[src/rtl/rota_pkg.sv]
// Shared types and constants for the route scheduler: FSM states, valid-route set, field width.
package rota_pkg;

  localparam int ROTA_W = 6;

  localparam logic [ROTA_W-1:0] ROTA_A = 6'b111000;
  localparam logic [ROTA_W-1:0] ROTA_B = 6'b100011;
  localparam logic [ROTA_W-1:0] ROTA_C = 6'b100101;
  localparam logic [ROTA_W-1:0] ROTA_D = 6'b100110;

  typedef enum logic [1:0] {
    BOS     = 2'd0,
    KONTROL = 2'd1,
    ILET    = 2'd2,
    RED     = 2'd3
  } durum_t;

  // Error counter sticks at all-ones instead of wrapping.
  function automatic logic [7:0] doyarak_artir(input logic [7:0] d);
    return (d == 8'hFF) ? d : d + 8'd1;
  endfunction

endpackage

[src/rtl/rotadogrula.sv]
// Combinational route validator: asserts rota_dogru when the code is one of the four legal routes.
module rotadogrula
  import rota_pkg::*;
(
  input  logic [ROTA_W-1:0] rota,
  output logic              rota_dogru
);

  always_comb begin
    rota_dogru = (rota == ROTA_A) || (rota == ROTA_B) ||
                 (rota == ROTA_C) || (rota == ROTA_D);
  end

endmodule

[src/rtl/rota_planlayici.sv]
// Round-robin scheduler that shares one route validator among N_IST requesters and forwards
// valid codes downstream over valid/ready, rejecting invalid or timed-out ones.
module rota_planlayici
  import rota_pkg::*;
#(
  parameter int N_IST   = 4,
  parameter int TIMEOUT = 15
) (
  input  logic                    clk,
  input  logic                    rst_n,
  input  logic [N_IST-1:0]        istek,
  input  logic [ROTA_W*N_IST-1:0] rota_in,
  output logic [N_IST-1:0]        onay,
  output logic [N_IST-1:0]        red,
  output logic                    cikis_gecerli,
  input  logic                    cikis_hazir,
  output logic [ROTA_W-1:0]       cikis_rota,
  output logic [2:0]              cikis_kaynak,
  output logic [7:0]              hata_sayac,
  output logic [1:0]              o_durum
);

  // Downstream handshake: a transfer happens in any cycle where cikis_gecerli and cikis_hazir
  // are both 1; cikis_rota/cikis_kaynak stay stable from cikis_gecerli rising until that cycle.

  durum_t              r_durum, w_durum_nxt;
  logic [2:0]          r_idx, w_idx_nxt;
  logic [2:0]          r_son, w_son_nxt;
  logic [ROTA_W-1:0]   r_rota, w_rota_nxt;
  logic [7:0]          r_sayac, w_sayac_nxt;
  logic [N_IST-1:0]    r_onay, w_onay_nxt;
  logic [N_IST-1:0]    r_red, w_red_nxt;
  logic                r_gecerli, w_gecerli_nxt;
  logic [ROTA_W-1:0]   r_cikis_rota, w_cikis_rota_nxt;
  logic [2:0]          r_kaynak, w_kaynak_nxt;
  logic [7:0]          r_hata, w_hata_nxt;

  logic                w_rota_dogru;
  logic [2:0]          w_sec;
  logic [ROTA_W-1:0]   w_sec_kod;
  logic [N_IST-1:0]    w_tek;

  // First requesting index after the last-served one, wrapping modulo N_IST.
  function automatic logic [2:0] rr_sec(input logic [N_IST-1:0] req, input logic [2:0] son);
    logic [2:0] sec;
    logic       bulundu;
    int         j;
    sec     = '0;
    bulundu = 1'b0;
    for (int k = 1; k <= N_IST; k++) begin
      j = (int'(son) + k) % N_IST;
      if (!bulundu && req[j]) begin
        sec     = 3'(j);
        bulundu = 1'b1;
      end
    end
    return sec;
  endfunction

  rotadogrula u_rotadogrula (
    .rota       (r_rota),
    .rota_dogru (w_rota_dogru)
  );

  always_comb begin
    w_sec     = rr_sec(istek, r_son);
    w_sec_kod = rota_in[ROTA_W*int'(w_sec) +: ROTA_W];
    w_tek     = {{(N_IST-1){1'b0}}, 1'b1} << r_idx;
  end

  always_comb begin
    w_durum_nxt      = r_durum;
    w_idx_nxt        = r_idx;
    w_son_nxt        = r_son;
    w_rota_nxt       = r_rota;
    w_sayac_nxt      = r_sayac;
    w_onay_nxt       = '0;
    w_red_nxt        = '0;
    w_gecerli_nxt    = r_gecerli;
    w_cikis_rota_nxt = r_cikis_rota;
    w_kaynak_nxt     = r_kaynak;
    w_hata_nxt       = r_hata;
    case (r_durum)
      BOS: begin
        // The cycle carrying an onay/red pulse is not arbitrated; the next grant comes after it.
        if ((|istek) && (r_onay == '0) && (r_red == '0)) begin
          w_idx_nxt   = w_sec;
          w_rota_nxt  = w_sec_kod;
          w_durum_nxt = KONTROL;
        end
      end
      KONTROL: begin
        if (w_rota_dogru) begin
          w_gecerli_nxt    = 1'b1;
          w_cikis_rota_nxt = r_rota;
          w_kaynak_nxt     = r_idx;
          w_sayac_nxt      = '0;
          w_durum_nxt      = ILET;
        end else begin
          w_red_nxt   = w_tek;
          w_hata_nxt  = doyarak_artir(r_hata);
          w_durum_nxt = RED;
        end
      end
      ILET: begin
        if (cikis_hazir) begin
          w_onay_nxt    = w_tek;
          w_gecerli_nxt = 1'b0;
          w_son_nxt     = r_idx;
          w_durum_nxt   = BOS;
        end else if (r_sayac == 8'(TIMEOUT - 1)) begin
          w_red_nxt     = w_tek;
          w_gecerli_nxt = 1'b0;
          w_hata_nxt    = doyarak_artir(r_hata);
          w_son_nxt     = r_idx;
          w_durum_nxt   = BOS;
        end else begin
          w_sayac_nxt = r_sayac + 8'd1;
        end
      end
      RED: begin
        w_son_nxt   = r_idx;
        w_durum_nxt = BOS;
      end
      default: w_durum_nxt = BOS;
    endcase
  end

  always_ff @(posedge clk or negedge rst_n) begin
    if (!rst_n) begin
      r_durum      <= BOS;
      r_idx        <= '0;
      r_son        <= 3'(N_IST - 1);
      r_rota       <= '0;
      r_sayac      <= '0;
      r_onay       <= '0;
      r_red        <= '0;
      r_gecerli    <= 1'b0;
      r_cikis_rota <= '0;
      r_kaynak     <= '0;
      r_hata       <= '0;
    end else begin
      r_durum      <= w_durum_nxt;
      r_idx        <= w_idx_nxt;
      r_son        <= w_son_nxt;
      r_rota       <= w_rota_nxt;
      r_sayac      <= w_sayac_nxt;
      r_onay       <= w_onay_nxt;
      r_red        <= w_red_nxt;
      r_gecerli    <= w_gecerli_nxt;
      r_cikis_rota <= w_cikis_rota_nxt;
      r_kaynak     <= w_kaynak_nxt;
      r_hata       <= w_hata_nxt;
    end
  end

  assign onay          = r_onay;
  assign red           = r_red;
  assign cikis_gecerli = r_gecerli;
  assign cikis_rota    = r_cikis_rota;
  assign cikis_kaynak  = r_kaynak;
  assign hata_sayac    = r_hata;
  assign o_durum       = r_durum;

endmodule

[config.mk]
export PLATFORM = sky130hd
export DESIGN_NAME = rota_planlayici
export DESIGN_NICKNAME = d
export VERILOG_FILES = /design/src/rtl/rota_pkg.sv /design/src/rtl/rotadogrula.sv /design/src/rtl/rota_planlayici.sv
export SDC_FILE = /design/constraint.sdc
export NUM_CORES = 1
export LEC_CHECK = 0
export CAP_MARGIN = 40
export CORE_MARGIN = 8
export CORE_UTILIZATION = 45
export DETAILED_ROUTE_END_ITERATION = 16
export PLACE_DENSITY = 0.81
export SETUP_SLACK_MARGIN = 0.2
export SLEW_MARGIN = 40
export SYNTH_ARGS = -nofsm -noshare
export SYNTH_HDL_FRONTEND = slang
export SYNTH_SLANG_ARGS = --single-unit
export TNS_END_PERCENT = 30
[constraint.sdc]
create_clock -name clk -period 2.3 [get_ports clk]
set_input_delay 0.345 -clock clk [delete_from_list [all_inputs] [get_ports clk]]
set_output_delay 0.345 -clock clk [all_outputs]
set_load 0.05 [all_outputs]
Word level (Yosys, flattened, before mapping). Cells that the tools add are included.

$add $sub $neg: 6. Multiply operators: 1. Order comparisons: 4. Equal/unequal tests: 16. Shifts and indexed selects: 2. Muxes and demuxes: 46. Bitwise logic cells: 4. Reduce and logical (&&, ||, !) cells: 28.

Operators with widths (count): 8-bit 2-to-1 mux (7); 8-bit one-hot mux with 2 select lines (2); 6-bit == test, second input constant (4); 24-bit by 7-bit indexed part select with 6-bit output (1); 4-bit 2-to-1 mux (5); 8-bit by 1-bit adder with 8-bit output, second input constant (2); 3-bit by 4-bit < comparator with 1-bit output, second input constant (4); 1-bit 2-to-1 mux (15); 3-bit 2-to-1 mux (4); 2-bit 2-to-1 mux (5); 2-bit != test, second input constant (5); 1-bit binary-select mux with 2-bit select (4); 8-bit by 4-bit == test with 1-bit output, second input constant (1); 8-bit == test, second input constant (1); 4-bit logical NOT (2); 2-bit one-hot mux with 4 select lines (1); 4-bit one-hot mux with 2 select lines (1); 2-bit AND reduction (4); 4-bit AND reduction (2); 2-bit OR reduction (4); 1-bit logical AND (5); 2-bit by 3-bit multiplier with 5-bit output, first input constant (1); 2-bit by 1-bit adder with 2-bit output, second input constant (2); 2-bit adder, second input constant (2); other kinds (14) (23).

Bits in registers: 47. Input bits: 31. Output and inout port bits: 28. Word-level logic and storage cells: 118.

Longest topological paths before layout. Gate-level depths: netlist of the first run.

Depth after elaboration: 18. Gate-level depth with buffers: 9. Mapped depth without buffers: 7.

Hierarchy. A second synthesis of the first run with hierarchy kept.

Cell total of the unflattened synthesis: 219. Area total of the unflattened synthesis: 2407.3 um2.

Modules (own cells, without submodules): rota_planlayici (times used 1, cells each 211, area an instance 2359.8 um2, sequential area each 1128.6 um2); rotadogrula (times used 1, cells each 8, area an instance 47.5 um2, sequential area each 0.0 um2).

Worst setup path before layout of the first run. No wires, ideal clock.

Path type: register to register. From: register r_durum[0] (netlist: o_durum[0]). To: register r_sayac[6]. Library setup time: 77 ps. Data arrival time: 2343 ps. Required time: 2223 ps. Slack: -120 ps. Cell stages (with the launch flop): 10. Buffers on the path: 2. Period minus slack after synthesis: 2420 ps. Cell sequence: dfrtp_1 inv_1 ha_1 buf_2 or4b_2 o21ai_1 a311o_2 buf_6 or3_1 a21oi_1.

Longest elaborated chain between the ends: 3. Elaborated cells on any way between the ends: 8. Those cells by class: eq/ne (5); mux (1); reduce/logical (2).

RTL lines: from (decl) (line rota_planlayici.sv:26) `durum_t r_durum, w_durum_nxt;`; from (signal assigned) (line rota_planlayici.sv:143) `r_durum <= w_durum_nxt;`; 2-bit by 1-bit == test with 1-bit output / 2-bit == test (equally long branches) (line rota_planlayici.sv:83) `case (r_durum)`; 2-bit by 1-bit != test with 1-bit output (no source line), or another cell as far along; 4-bit AND reduction (no source line); to (signal assigned) (line rota_planlayici.sv:147) `r_sayac <= w_sayac_nxt;`; to (decl) (line rota_planlayici.sv:30) `logic [7:0] r_sayac, w_sayac_nxt;`.

Parallel ways exist; a longest one is shown, timed or not. A chain may end at the register's enable or synchronous reset.

Worst setup path in the final report of the first run.
From: register r_rota[0]. To: register r_sayac[4].

Longest elaborated chain between the ends: 6. Elaborated cells on any way between the ends: 9. Those cells by class: eq/ne (5); reduce/logical (4).

RTL lines: from (decl) (line rota_planlayici.sv:29) `logic [ROTA_W-1:0] r_rota, w_rota_nxt;`; from (signal assigned) (line rota_planlayici.sv:146) `r_rota <= w_rota_nxt;`; 6-bit == test (line rotadogrula.sv:10) `rota_dogru = (rota == ROTA_A) || (rota == ROTA_B) ||`; 1-bit logical OR (2 in a row) (line rotadogrula.sv:10); 1-bit logical OR (*) (line rotadogrula.sv:11) `(rota == ROTA_C) || (rota == ROTA_D);`; 2-bit by 1-bit != test with 1-bit output (no source line) (*); 4-bit AND reduction (no source line) (*).

Mark *: on every way between the ends. The rest lies on a longest branch, timed or not.

==> results_dict.tcl, run 1 <==
set metrics [dict create \
    outcome "complete, no violations" \
    rows 26 \
    async_flop_share_pct 100 \
    grt_pass1_vias 2035 \
    irDropWorstVdd_mv 0.808 \
    cts_tree "yes" \
    synth_top_family_by_area "simple AND/OR/NAND/NOR gates" \
    fin_skew_ns 0.0107 \
    ios 59 \
    synth_seq_area_share_pct 46.3 \
    ctsHoldBuffers 0 \
    setup.worst_path.class "reg -> reg" \
    path_clk_slew_ns 0.09 \
    die_h_um 89.6 \
    diodes 0 \
    hold_violations 0 \
    synth-xor-area-share_pct 2.52 \
    synth.top_cell.area_share_pct 44.2 \
    fmax_mhz 479 \
    cts_buffers 5 \
    holdWs_ns 0.0694 \
    grt_remaining_overflow 0 \
    syn_inst 238 \
    routabilityCongestion 0.827 \
    synthMuxAreaShare_pct 10.2 \
    p_leak_nw 1.42 \
    synth_compound_area_share_pct 13.1 \
    crit_fanout 12 \
    total_power_mw 4.22 \
    worstSetupEndpointType "flip-flop" \
    drc 0 \
    wirelength_um 5540 \
    synthTopCellsByArea "dfrtp_1 (44%), mux2_2 (6.9%), nor2_1 (3.7%)" \
    arrival_ns 2.30 \
    groute.usage.overall_pct 14.4 \
    period_minus_slack_ns 2.09 \
    dr.first_iter.drc_count 82 \
    cts.sinks 45 \
    grt_pass1_wl_um 9050 \
    synth_top_area_cell "dfrtp_1" \
    worst_setup_path_start_kind "flip-flop" \
    htreeDepth 2 \
    fillCellCount 424 \
    post_synth.cell_area_avg_um2 10.2 \
    wl_per_cell_um 14.5 \
    ys.flop_type "dfrtp_1" \
    final_cell_mix "clkdlybuf4s50_1 (56), dfrtp_1 (41), nor2_1 (24)" \
    initial_core_util_pct 47.1 \
    rsz0062_at_grt "yes" \
    clkLatencyLatePin_ns 0.29 \
    die_w_um 89.6 \
    synth_edf_count 0 \
    hold_path_class "in -> async" \
    root_buffer "clkbuf_8" \
    fin_nets 348 \
    fp.dieArea_um2 8020 \
    dp_hpwl_um 4290 \
    worstMarginPinSlew_ns 0.638 \
    slew_viol_final 0 \
    period_share_pct 90.7 \
    grt_max_degree 30 \
    max_cap_viol_count 0 \
    p_per_area_nw_per_um2 1280 \
    vias 2067 \
    final_common_cell "clkdlybuf4s50_1" \
    antenna_found_initial 0 \
    cts_buffer_depth 2 \
    ys_ff_latch 45 \
    finalSetupViolCount 0 \
    relSlewSlack_pct 57.5 \
    drive_gt1_share_pct 18.3 \
    cts_setup_buffers 0 \
    synth.distinct_cells 57 \
    required_ns 2.51 \
    synthSimpleGateAreaFrac_pct 20.5 \
    reg2reg_setup_slack_ns 0.21 \
    final_antenna_net_count 0 \
    yosysWarningCount 0 \
    design.core.area_um2 5170 \
    syn2layout_area_growth_pct 35.4 \
    drtPass1Iterations 4 \
    via_per_inst 5.43 \
    fin_setup_tns_ns 0 \
    synth-adder-area-share_pct 3.60 \
    synth.net_count 276 \
    io_buffer_count 57 \
    syn_area_um2 2440 \
]
==> final timing paths <==
| path | startpoint | to | cells after the start |
|---|---|---|---|
| max | r_rota[0] | r_sayac[4] | 5 |
| min | rst_n | red[1] | 1 |
| max reg2reg | r_rota[0] | r_sayac[4] | 5 |
| min reg2reg | cikis_rota[5] | cikis_rota[5] | 1 |
| max in group asynchronous | rst_n | r_rota[0] | 2 |
| min in group clk | cikis_rota[5] | cikis_rota[5] | 1 |
==> timing repair <==
item,CTS,global route
setup endpoints to repair,2,7
gates cloned,0,0
gates resized for setup,1,2
pin swaps,0,0
==> where the power goes <==
part           internal [mW]  leakage (nW)  switching (mW)
clock network          0.326        0.0554           0.262
registers               1.07         0.574           0.296
logic                  0.963         0.794            1.30
==> per-stage QoR <==
stage	setup WS (ns)	std cells	utilization, %	cell area (um^2)
finish	0.214	381	63.8	3300
global route	0.0857	381	63.8	3300
CTS	0.213	381	63.5	3280
detailed placement	-0.000371	373	61.2	3170
global placement	0.0214	373	61.2	3170
floorplan	0.179	238	-	2450
==> per-layer routing <==
metal,part of all wire (%),wire [um],global-route usage [%]
met5,0,0,0
met4,0.87,48,3.93
met3,6.5,359,3.55
met2,49,2740,25.3
met1,43,2390,16.9
==> flip-flops by register name, summed over array words and instances, names as in the netlist <==
signal / count
cikis_kaynak: 2
onay: 4
cikis_gecerli: 1
r_son: 2
o_durum: 2
r_idx: 2
r_rota: 6
r_sayac: 8
red: 4
cikis_rota: 6
hata_sayac: 8
==> worst max-delay path: stages (launching register included) <==
cell and delay [ns]:
dfrtp_1 0.46, nor4b_4 0.33, nand2_1 0.13, a311o_2 0.48, or3_2 0.47, a21oi_1 0.14
==> cell families after synthesis <==
family	Yosys count
and+or+nand+nor	91
AOI/OAI and AO/OA	47
DFF	45
muxes	23
buffers and inverters	17
adders and majority gates	7
xor gates and xnor gates	7
other	1
==> layout make-up <==
cell class | count | area (um^2) | share of cell area (%)
sequential | 45 | 1130 | 34.3
timing repair buffer | 72 | 678 | 20.6
multi-input combinational | 176 | 1250 | 38.0
clock buffer | 6 | 72.6 | 2.20
inverter | 10 | 37.5 | 1.14
tap | 70 | 87.6 | 2.66
clock inverter | 2 | 38.8 | 1.18
==> Yosys cell counts (2+ instances only) <==
| master | n |
|---|---|
| dfrtp_1 | 43 |
| nor2_1 | 24 |
| mux2_2 | 15 |
| nand2_1 | 15 |
| o21ai_0 | 13 |
| inv_1 | 10 |
| a21oi_1 | 9 |
| nand3_1 | 9 |
| mux2i_1 | 8 |
| ha_1 | 7 |
| nand2b_1 | 6 |
| xnor2_1 | 6 |
| a21o_1 | 4 |
| a221o_1 | 4 |
| or3_1 | 4 |
| buf_2 | 3 |
| nand4_1 | 3 |
| nor2b_1 | 3 |
| nor3_1 | 3 |
| a31oi_1 | 2 |
| and3_1 | 2 |
| and4_1 | 2 |
| buf_6 | 2 |
| dfstp_2 | 2 |
| nand3b_1 | 2 |
| nor3b_1 | 2 |
| nor4_1 | 2 |
| nor4b_1 | 2 |
| o21a_1 | 2 |
| or3_2 | 2 |
Power figures use the tool's default switching activity.
==> run 2, diff against run 1 <==
==> constraint.sdc (replaced) <==
create_clock -name clk -period 2.3 [get_ports clk]
set_input_delay 0.345 -clock clk [delete_from_list [all_inputs] [get_ports clk]]
set_output_delay 0.345 -clock clk [all_outputs]
set_load 0.1 [all_outputs]
==> results_dict.tcl, run 2 (synthesized netlist as in run 1, its figures left out) <==
set metrics [dict create \
    dr_wl_met2_um 2990 \
    outcome "complete, no violations" \
    hold_violations 0 \
    dr.first_iter.drc_count 88 \
    p_per_area_nw_per_um2 1480 \
    p_leak_nw 1.53 \
    grt_pass1_wl_um 9580 \
    routabilityCongestion 0.825 \
    place_inst 372 \
    final_cell_mix "buf_4 (52), dfrtp_1 (39), clkdlybuf4s50_1 (29)" \
    cts.sinks 45 \
    worstMarginPinSlew_ns 0.534 \
    period_share_pct 91.1 \
    required_ns 2.52 \
    max_cap_viol_count 0 \
    clkLatencyLatePin_ns 0.30 \
    cts_buffers 5 \
    finalSetupViolCount 0 \
    fmax_mhz 477 \
    pre_cts_ws_ns -0.0309 \
    regArea_um2 1140 \
    diodes 0 \
    drive_gt1_share_pct 32.4 \
    die_h_um 89.6 \
    hold_path_class "reg -> reg" \
    grt_remaining_overflow 0 \
    antenna_found_initial 0 \
    setup.worst_path.class "reg -> reg" \
    via_per_inst 5.51 \
    irDropWorstVdd_mv 1.05 \
    fillCellCount 421 \
    place_area_um2 3110 \
    rsz0062_at_grt "yes" \
    wl_per_cell_um 15.2 \
    drt-met1-wl_um 2530 \
    rows 26 \
    topRoutingLayerUsed "met4" \
    fp.dieArea_um2 8020 \
    fin_skew_ns 0.0114 \
    path_clk_slew_ns 0.09 \
    cts_buffer_depth 2 \
    period_minus_slack_ns 2.10 \
    layoutNonFillerInstCount 394 \
    drtPass1Iterations 5 \
    slew_viol_final 0 \
    fin_setup_tns_ns 0 \
    initial_core_util_pct 47.1 \
    critical_path.max_stage_delay_ns 0.52 \
    die_w_um 89.6 \
    total_power_mw 5.05 \
    worst_setup_path_start_kind "flip-flop" \
    final_area_um2 3410 \
    relSlewSlack_pct 64.1 \
    slowest_stage "dfrtp_4" \
    root_buffer "clkbuf_8" \
    cts_tree "yes" \
    dp_hpwl_um 4450 \
    drc 0 \
    worstSetupEndpointType "flip-flop" \
    holdWs_ns 0.480 \
    fin_util_pct 65.9 \
    multi_input_area_um2 1320 \
    htreeDepth 2 \
    critical_path.top_delay_family "compound AO/OA/AOI/OAI gates" \
    arrival_ns 2.31 \
    fin_nets 361 \
    final_antenna_net_count 0 \
    ios 59 \
    wirelength_um 5990 \
    fin_ws_ns 0.204 \
    grt_max_degree 22 \
    syn2layout_area_growth_pct 39.9 \
    path_cells "buf_12 -> ha_4 -> mux2i_2 -> a311o_2 -> or3_2 -> a21oi_1" \
    final_common_cell "buf_4" \
    met3_length_um 372 \
    cp_num_buf_inv 1 \
    grt_pass1_vias 2078 \
    groute.usage.overall_pct 15.3 \
    crit_fanout 6 \
    io_buffer_count 57 \
    vias 2172 \
    design.core.area_um2 5170 \
]
## run 2: cell type report
class                      count  share of cell area [%]
clock buffer                   6                    2.13
inverter                      10                    1.18
multi-input combinational    177                    38.7
tap                           70                    2.57
timing repair buffer          84                    21.0
sequential                    45                    33.4
clock inverter                 2                    1.03
## run 2: per-layer routing
layer  GRT usage (%)  vias to the layer above
met5               0                        -
met2            26.1                       70
li1                -                     1034
met1            18.4                     1060
met4            5.44                        0
met3            3.73                        8
## run 2: worst paths after layout
path / start / to / slack (ns) / cells after the start
max in group asynchronous: rst_n / r_son[1] / 1.15 / 3
min: cikis_rota[5] / cikis_rota[5] / 0.48 / 1
min in group asynchronous: rst_n / cikis_rota[0] / 0.51 / 2
max: o_durum[0] / r_sayac[4] / 0.20 / 6
max reg2reg: o_durum[0] / r_sayac[4] / 0.20 / 6
min reg2reg: cikis_rota[5] / cikis_rota[5] / 0.48 / 1
## run 2: timing repair
| item | 4_1_cts | 5_1_grt |
|---|---|---|
| cloned | 0 | 1 |
| resized for setup | 2 | 19 |
| pin swaps | 0 | 4 |
| hold buffers | 1 | 0 |
| setup buffers | 0 | 12 |
| endpoints found under the setup margin | 2 | 6 |
| hold endpoints to repair | 19 | 0 |
## run 2: power breakdown
| group | internal [mW] | leakage (nW) | total (mW) | switching [mW] |
|---|---|---|---|---|
| Clock | 0.322 | 0.0552 | 0.580 | 0.258 |
| Combinational | 1.07 | 0.906 | 3.10 | 2.03 |
| Sequential | 1.08 | 0.572 | 1.37 | 0.288 |
## run 2: worst reg2reg max path, delay by kind of cell (launching register included)
kind / cells / cell delay, ns
AO/OA/AOI/OAI: 2 / 0.53
flip-flops: 1 / 0.52
AND/OR/NAND/NOR: 1 / 0.46
adder cells (fa/ha/maj): 1 / 0.18
multiplexers: 1 / 0.18
buffers and inverters: 1 / 0.14
==> run 3, diff against run 2 <==
- GPL_TIMING_DRIVEN: not set -> 1
==> results of run 3 <==
Same layout as run 2: the final DEF is identical, and so are final timing and power.
